File: config.mk
export PLATFORM = sky130hd
export DESIGN_NAME = board_editor
export DESIGN_NICKNAME = d
export VERILOG_FILES = /design/src/rtl/gol_pkg.sv /design/src/rtl/btn_debounce.sv /design/src/rtl/board_editor.sv
export SDC_FILE = /design/constraint.sdc
export NUM_CORES = 1
export LEC_CHECK = 0
export ABC_AREA = 1
export CORE_ASPECT_RATIO = 0.5
export CORE_MARGIN = 2
export CORE_UTILIZATION = 45
export DETAILED_ROUTE_END_ITERATION = 7
export PLACE_DENSITY = 0.7
export SYNTH_ARGS = -nofsm -noshare
export SYNTH_HDL_FRONTEND = slang
export SYNTH_SLANG_ARGS = --single-unit
File: constraint.sdc
create_clock -name clk -period 28.5 [get_ports clk]
set_input_delay 5.7 -clock clk [delete_from_list [all_inputs] [get_ports clk]]
set_output_delay 5.7 -clock clk [all_outputs]
set_load 0.05 [all_outputs]
File: src/rtl/gol_pkg.sv
// Shared board geometry, editor state encoding and cell addressing for the 16x16 board.
package gol_pkg;
    localparam int BOARD_DIM   = 16;
    localparam int BOARD_CELLS = 256;
    localparam int CELL_IDX_W  = 8;

    typedef enum logic [1:0] {
        ST_IDLE   = 2'd0,
        ST_EDIT   = 2'd1,
        ST_COMMIT = 2'd2
    } state_t;

    // Row-major flat index: row*16 + col is just the concatenation of the two nibbles.
    function automatic logic [CELL_IDX_W-1:0] cell_idx(input logic [3:0] row, input logic [3:0] col);
        return {row, col};
    endfunction
endpackage

File: src/rtl/btn_debounce.sv
// Pushbutton conditioner: 2-flop synchroniser, stability debouncer and a one-cycle
// pulse on each accepted press.
module btn_debounce #(
    parameter int DEBOUNCE_CYCLES = 1_000_000
) (
    input  logic clk,
    input  logic reset,
    input  logic raw,
    output logic press
);
    localparam int               CNT_W   = $clog2(DEBOUNCE_CYCLES + 1);
    localparam logic [CNT_W-1:0] CNT_MAX = CNT_W'(DEBOUNCE_CYCLES - 1);

    logic             sync1;
    logic             sync2;
    logic             level;
    logic             level_q;
    logic [CNT_W-1:0] cnt;

    // Counter runs only while the synchronised input disagrees with the accepted level,
    // so any sample matching the old level throws the partial count away.
    always_ff @(posedge clk or posedge reset) begin
        if (reset) begin
            sync1   <= 1'b0;
            sync2   <= 1'b0;
            level   <= 1'b0;
            level_q <= 1'b0;
            cnt     <= '0;
            press   <= 1'b0;
        end else begin
            sync1   <= raw;
            sync2   <= sync1;
            if (sync2 == level) begin
                cnt <= '0;
            end else if (cnt == CNT_MAX) begin
                level <= sync2;
                cnt   <= '0;
            end else begin
                cnt <= cnt + 1'b1;
            end
            level_q <= level;
            press   <= level & ~level_q;
        end
    end
endmodule

File: src/rtl/board_editor.sv
// Board writer: cursor-driven cell editing with debounced buttons, and a valid/ready
// commit of the finished board to the game machine.
module board_editor
    import gol_pkg::*;
#(
    parameter int DEBOUNCE_CYCLES = 1_000_000,
    parameter int BLINK_CYCLES    = 25_000_000
) (
    input  logic                         clk,
    input  logic                         reset,
    input  logic                         BtnL,
    input  logic                         BtnR,
    input  logic                         BtnU,
    input  logic                         BtnD,
    input  logic                         BtnC,
    input  logic                         edit_en,
    input  logic                         clear_i,
    input  logic                         load_ready,
    output logic [BOARD_CELLS-1:0]       board_o,
    output logic                         load_valid,
    output logic [$clog2(BOARD_DIM)-1:0] cursor_row,
    output logic [$clog2(BOARD_DIM)-1:0] cursor_col,
    output logic                         cursor_vis,
    output logic                         editing
);
    localparam int               POS_W     = $clog2(BOARD_DIM);
    localparam int               BLINK_W   = $clog2(BLINK_CYCLES + 1);
    localparam logic [BLINK_W-1:0] BLINK_MAX = BLINK_W'(BLINK_CYCLES - 1);

    state_t             state;
    logic               press_l;
    logic               press_r;
    logic               press_u;
    logic               press_d;
    logic               press_c;
    logic               edit_s1;
    logic               edit_s2;
    logic               clr_s1;
    logic               clr_s2;
    logic               clr_prev;
    logic               clr_rise;
    logic [BLINK_W-1:0] blink_cnt;
    logic [POS_W-1:0]   row_next;
    logic [POS_W-1:0]   col_next;

    btn_debounce #(.DEBOUNCE_CYCLES(DEBOUNCE_CYCLES)) u_deb_l (.clk(clk), .reset(reset), .raw(BtnL), .press(press_l));
    btn_debounce #(.DEBOUNCE_CYCLES(DEBOUNCE_CYCLES)) u_deb_r (.clk(clk), .reset(reset), .raw(BtnR), .press(press_r));
    btn_debounce #(.DEBOUNCE_CYCLES(DEBOUNCE_CYCLES)) u_deb_u (.clk(clk), .reset(reset), .raw(BtnU), .press(press_u));
    btn_debounce #(.DEBOUNCE_CYCLES(DEBOUNCE_CYCLES)) u_deb_d (.clk(clk), .reset(reset), .raw(BtnD), .press(press_d));
    btn_debounce #(.DEBOUNCE_CYCLES(DEBOUNCE_CYCLES)) u_deb_c (.clk(clk), .reset(reset), .raw(BtnC), .press(press_c));

    // Switches are slow levels, so they get synchronised but not debounced.
    always_ff @(posedge clk or posedge reset) begin
        if (reset) begin
            edit_s1  <= 1'b0;
            edit_s2  <= 1'b0;
            clr_s1   <= 1'b0;
            clr_s2   <= 1'b0;
            clr_prev <= 1'b0;
        end else begin
            edit_s1  <= edit_en;
            edit_s2  <= edit_s1;
            clr_s1   <= clear_i;
            clr_s2   <= clr_s1;
            clr_prev <= clr_s2;
        end
    end

    assign clr_rise = clr_s2 & ~clr_prev;

    // Opposing presses in the same cycle cancel; the 4-bit add/subtract gives the wrap.
    always_comb begin
        col_next = cursor_col;
        row_next = cursor_row;
        if (press_r && !press_l) col_next = cursor_col + 1'b1;
        if (press_l && !press_r) col_next = cursor_col - 1'b1;
        if (press_d && !press_u) row_next = cursor_row + 1'b1;
        if (press_u && !press_d) row_next = cursor_row - 1'b1;
    end

    always_ff @(posedge clk or posedge reset) begin
        if (reset) begin
            state      <= ST_IDLE;
            board_o    <= '0;
            cursor_row <= '0;
            cursor_col <= '0;
            load_valid <= 1'b0;
            editing    <= 1'b0;
            cursor_vis <= 1'b0;
            blink_cnt  <= '0;
        end else begin
            case (state)
                ST_IDLE: begin
                    if (edit_s2) begin
                        state      <= ST_EDIT;
                        editing    <= 1'b1;
                        cursor_vis <= 1'b1;
                        blink_cnt  <= '0;
                    end
                end
                ST_EDIT: begin
                    cursor_row <= row_next;
                    cursor_col <= col_next;
                    // Toggle addresses the pre-move cursor; a clear in the same cycle overrides it.
                    if (clr_rise) begin
                        board_o <= '0;
                    end else if (press_c) begin
                        board_o[cell_idx(cursor_row, cursor_col)] <= ~board_o[cell_idx(cursor_row, cursor_col)];
                    end
                    if (blink_cnt == BLINK_MAX) begin
                        cursor_vis <= ~cursor_vis;
                        blink_cnt  <= '0;
                    end else begin
                        blink_cnt <= blink_cnt + 1'b1;
                    end
                    if (!edit_s2) begin
                        state      <= ST_COMMIT;
                        load_valid <= 1'b1;
                        editing    <= 1'b0;
                        cursor_vis <= 1'b0;
                        blink_cnt  <= '0;
                    end
                end
                ST_COMMIT: begin
                    if (load_ready) begin
                        state      <= ST_IDLE;
                        load_valid <= 1'b0;
                    end
                end
                default: begin
                    state      <= ST_IDLE;
                    load_valid <= 1'b0;
                    editing    <= 1'b0;
                    cursor_vis <= 1'b0;
                end
            endcase
        end
    end
endmodule

==> impl_metrics.toml <==
[run_status]
status = "finished clean"

[die]
die_area_mm2 = 0.0566
die_y_um = 169
die_x_um = 335
row_count = 60
initial_utilization_pct = 45.6
io_pins = 277
core_area_mm2 = 0.0539

[finish]
diodes = 0
syn2layout_area_growth_pct = 17.8
fin_cells = 4575
fillers = 5218
drive_above_1_share_pct = 3.24
nNetsFinal = 3854
finalInstanceArea_mm2 = 0.0290

[worst_setup_path]
rrSetupSlack_ns = 22.49
path_cells = "clkdlybuf4s50_1"
max_stage_delay_ns = 0.94
required_ns = 22.80
r2r-end = "board_o[164]"
startpoint_type = "register"
cp_slowest_cell = "clkdlybuf4s50_1"
critPathTopFamily = "buffers and inverters"
crit_fanout = 52
worstSetupPathType = "reg -> out"
crit_buf_inv = 1
r2r-start = "cursor_col[0]"
arrival_ns = 2.41
critPathLaunch = "cursor_col[0]"
critPathCaptureType = "output port"
reg2reg_depth = 18

[logic_synthesis]
synthesis.area_mm2 = 0.0246
synth_cell_types = 33
ys_seq_area_share_pct = 43.1
yosysWarnings = 0
syn_nets = 3759
ys_seq_elements = 424
syn_inst = 3735
syn_avg_cell_area_um2 = 6.58

[place]
gp_congestion = 0.856
post-place-ws_ns = 20.42
dpl.hpwl_mm = 49.8
dpl.cell_count = 4499
port_buffers = 276
place_area_mm2 = 0.0275

[min_path]
hold_path_end = "edit_s2"
min_from = "edit_s1"
holdPathStages = 0
hold_class = "reg -> reg"

[sta]
clock_skew_ns = 0.0221
whs_ns = 0.349
finalHoldViolations = 0
min_period_ns = 8.11
final_max_slew_viol_count = 0
worst_slack_ns = 20.39
finalCritPeriodShare_pct = 28.5
worst_slew_pin_slew_ns = 1.17
finalSetupTns_ns = 0
clock.fmax_ghz = 0.123
rsz0062_at_grt = "false"
max-slew-margin-rel_pct = 21.6
setup_viol = 0

[detailed_routing]
via_count = 25200
wl_per_cell_um = 18.2
avgViaCountPerCell = 5.51
drc = 0
antenna_left = 0
first_pass_iters = 8
initialDrtViolationCount = 2917
totalWireLength_mm = 83.4

[pwr]
ir_drop_mv = 0.0493
p_per_area_mw_per_mm2 = 48.1
p_leak_nw = 13.3

[run]
max-cap-violations = 0

[clock_tree]
clockBufferDepth = 3
htree_levels = 2
cts_tree = "done"
cts_resized = 0
clock-sinks = 424
clkTransAtPathRegs_ns = 0.07
insertion_delay_ns = 0.58
post_cts_buffers = 0
cts_made_buffers = 42
cts_root_buf = "clkbuf_16"
holdBufCountCts = 0

[grt]
grt_pass1_vias = 23000
grt_pass1_wl_mm = 130
antenna_found_initial = 0
grt_max_degree = 147
grtUsageTotal_pct = 28.7
overflow = 0
-- kinds of logic (layout without fill, tap and decap cells) --
group           count (synthesis)  after routing  share of synthesized area [%]
compound gates                380            380                           8.00
xor+xnor                       34             34                           1.21
fa+ha+maj                      14             14                          0.773
buf+inv                       449            576                           7.12
flops                         424            424                           43.1
mux                             7              7                          0.310
simple gates                 2427           2427                           39.4
-- routing by layer --
metal	wire length, um	GRT usage [%]	vias up
met2	37900	45.5	1136
met4	4140	13.1	0
li1	-	-	11900
met1	34000	38.7	11900
met3	7280	4.68	238
met5	0	0	-
-- cell usage in the layout, fill, tap and decap left out, types with 6 or more instances in the layout --
master	synthesis	layout
clkbuf_16	0	43
buf_4	1	33
nand2_1	1527	1527
nor3_1	304	304
inv_1	188	178
clkinv_2	0	8
dfrtp_1	424	422
nand4_1	23	23
a211oi_1	9	9
clkdlybuf4s50_1	0	276
clkbuf_1	192	9
nor2_1	487	481
o21ai_0	291	291
xor2_1	18	18
nor3b_1	6	6
clkbuf_8	0	10
nor4_1	14	14
o21a_1	9	9
nand3_1	59	59
ha_1	12	12
xnor2_1	16	16
a21oi_1	60	60
-- where the power goes --
| part | switching (W) | internal (W) |
|---|---|---|
| Combinational | 0.000149 | 0.0000328 |
| Clock | 0.000255 | 0.000340 |
| Sequential | 0.00000591 | 0.000609 |
| Total | 0.000410 | 0.000982 |
-- cells in the mapped netlist --
| cell type | instances | area [um2] |
|---|---|---|
| mux2_2 | 5 | 56.3 |
| nor2_1 | 487 | 1830 |
| mux2i_1 | 2 | 20.0 |
| nand3_1 | 59 | 295 |
| a211oi_1 | 9 | 67.6 |
| or2_2 | 1 | 6.26 |
| clkbuf_1 | 192 | 721 |
| inv_1 | 188 | 706 |
| o21ai_1 | 1 | 5.00 |
| xor2_1 | 18 | 158 |
| and3_1 | 5 | 31.3 |
| nor3_1 | 304 | 1520 |
| o21a_1 | 9 | 67.6 |
| xnor2_1 | 16 | 140 |
| ha_1 | 12 | 150 |
| a31o_2 | 1 | 8.76 |
| a31oi_1 | 5 | 31.3 |
| inv_2 | 2 | 7.51 |
| o31ai_1 | 1 | 7.51 |
| nor4_1 | 14 | 87.6 |
| buf_4 | 1 | 7.51 |
| o22ai_1 | 1 | 6.26 |
| nand4_1 | 23 | 144 |
| fa_1 | 2 | 40.0 |
| a21oi_1 | 60 | 300 |
| nor2_2 | 1 | 6.26 |
| dfrtp_1 | 424 | 10600 |
| buf_1 | 16 | 60.1 |
| o21ai_0 | 291 | 1460 |
| nor3b_1 | 6 | 45.0 |
| a41oi_1 | 2 | 17.5 |
| nand2_1 | 1527 | 5730 |
| buf_2 | 50 | 250 |
-- metrics by stage --
stage	power (W)	util, %
after floorplan	0.000755	-
after global placement	0.000804	51.1
after detailed placement	0.000804	51.1
after CTS	0.00139	53.7
after global routing	0.00144	53.7
final	0.00139	53.7
-- how the worst max path moves through the flow --
stage / depth (start not counted) / end
2_1_floorplan: 1 / blink_cnt[0]
5_1_grt: 1 / cursor_col[0]
6_report: 1 / cursor_col[0]
3_5_place_dp: 3 / cursor_col[0]
3_3_place_gp: 3 / cursor_col[0]
4_1_cts: 1 / cursor_col[0]
-- state kept, by name (all words and copies together), names as in the netlist, 2 cells and up --
register	flops
u_deb_c.cnt	20
u_deb_d.cnt	20
u_deb_u.cnt	20
u_deb_l.cnt	20
board_o	256
state	2
cursor_col	4
u_deb_r.cnt	20
blink_cnt	25
cursor_row	4
-- cell type report --
cell class                 instances  area, um2  share of cell area [%]
multi-input combinational       2862      12300                    42.4
sequential                       424      10600                    36.6
timing repair buffer             310       3030                    10.5
clock buffer                      62       1250                    4.31
tap                              713        892                    3.08
inverter                         190        722                    2.49
clock inverter                    14        180                   0.622
Note: power is estimated with default switching activity, not from simulation.
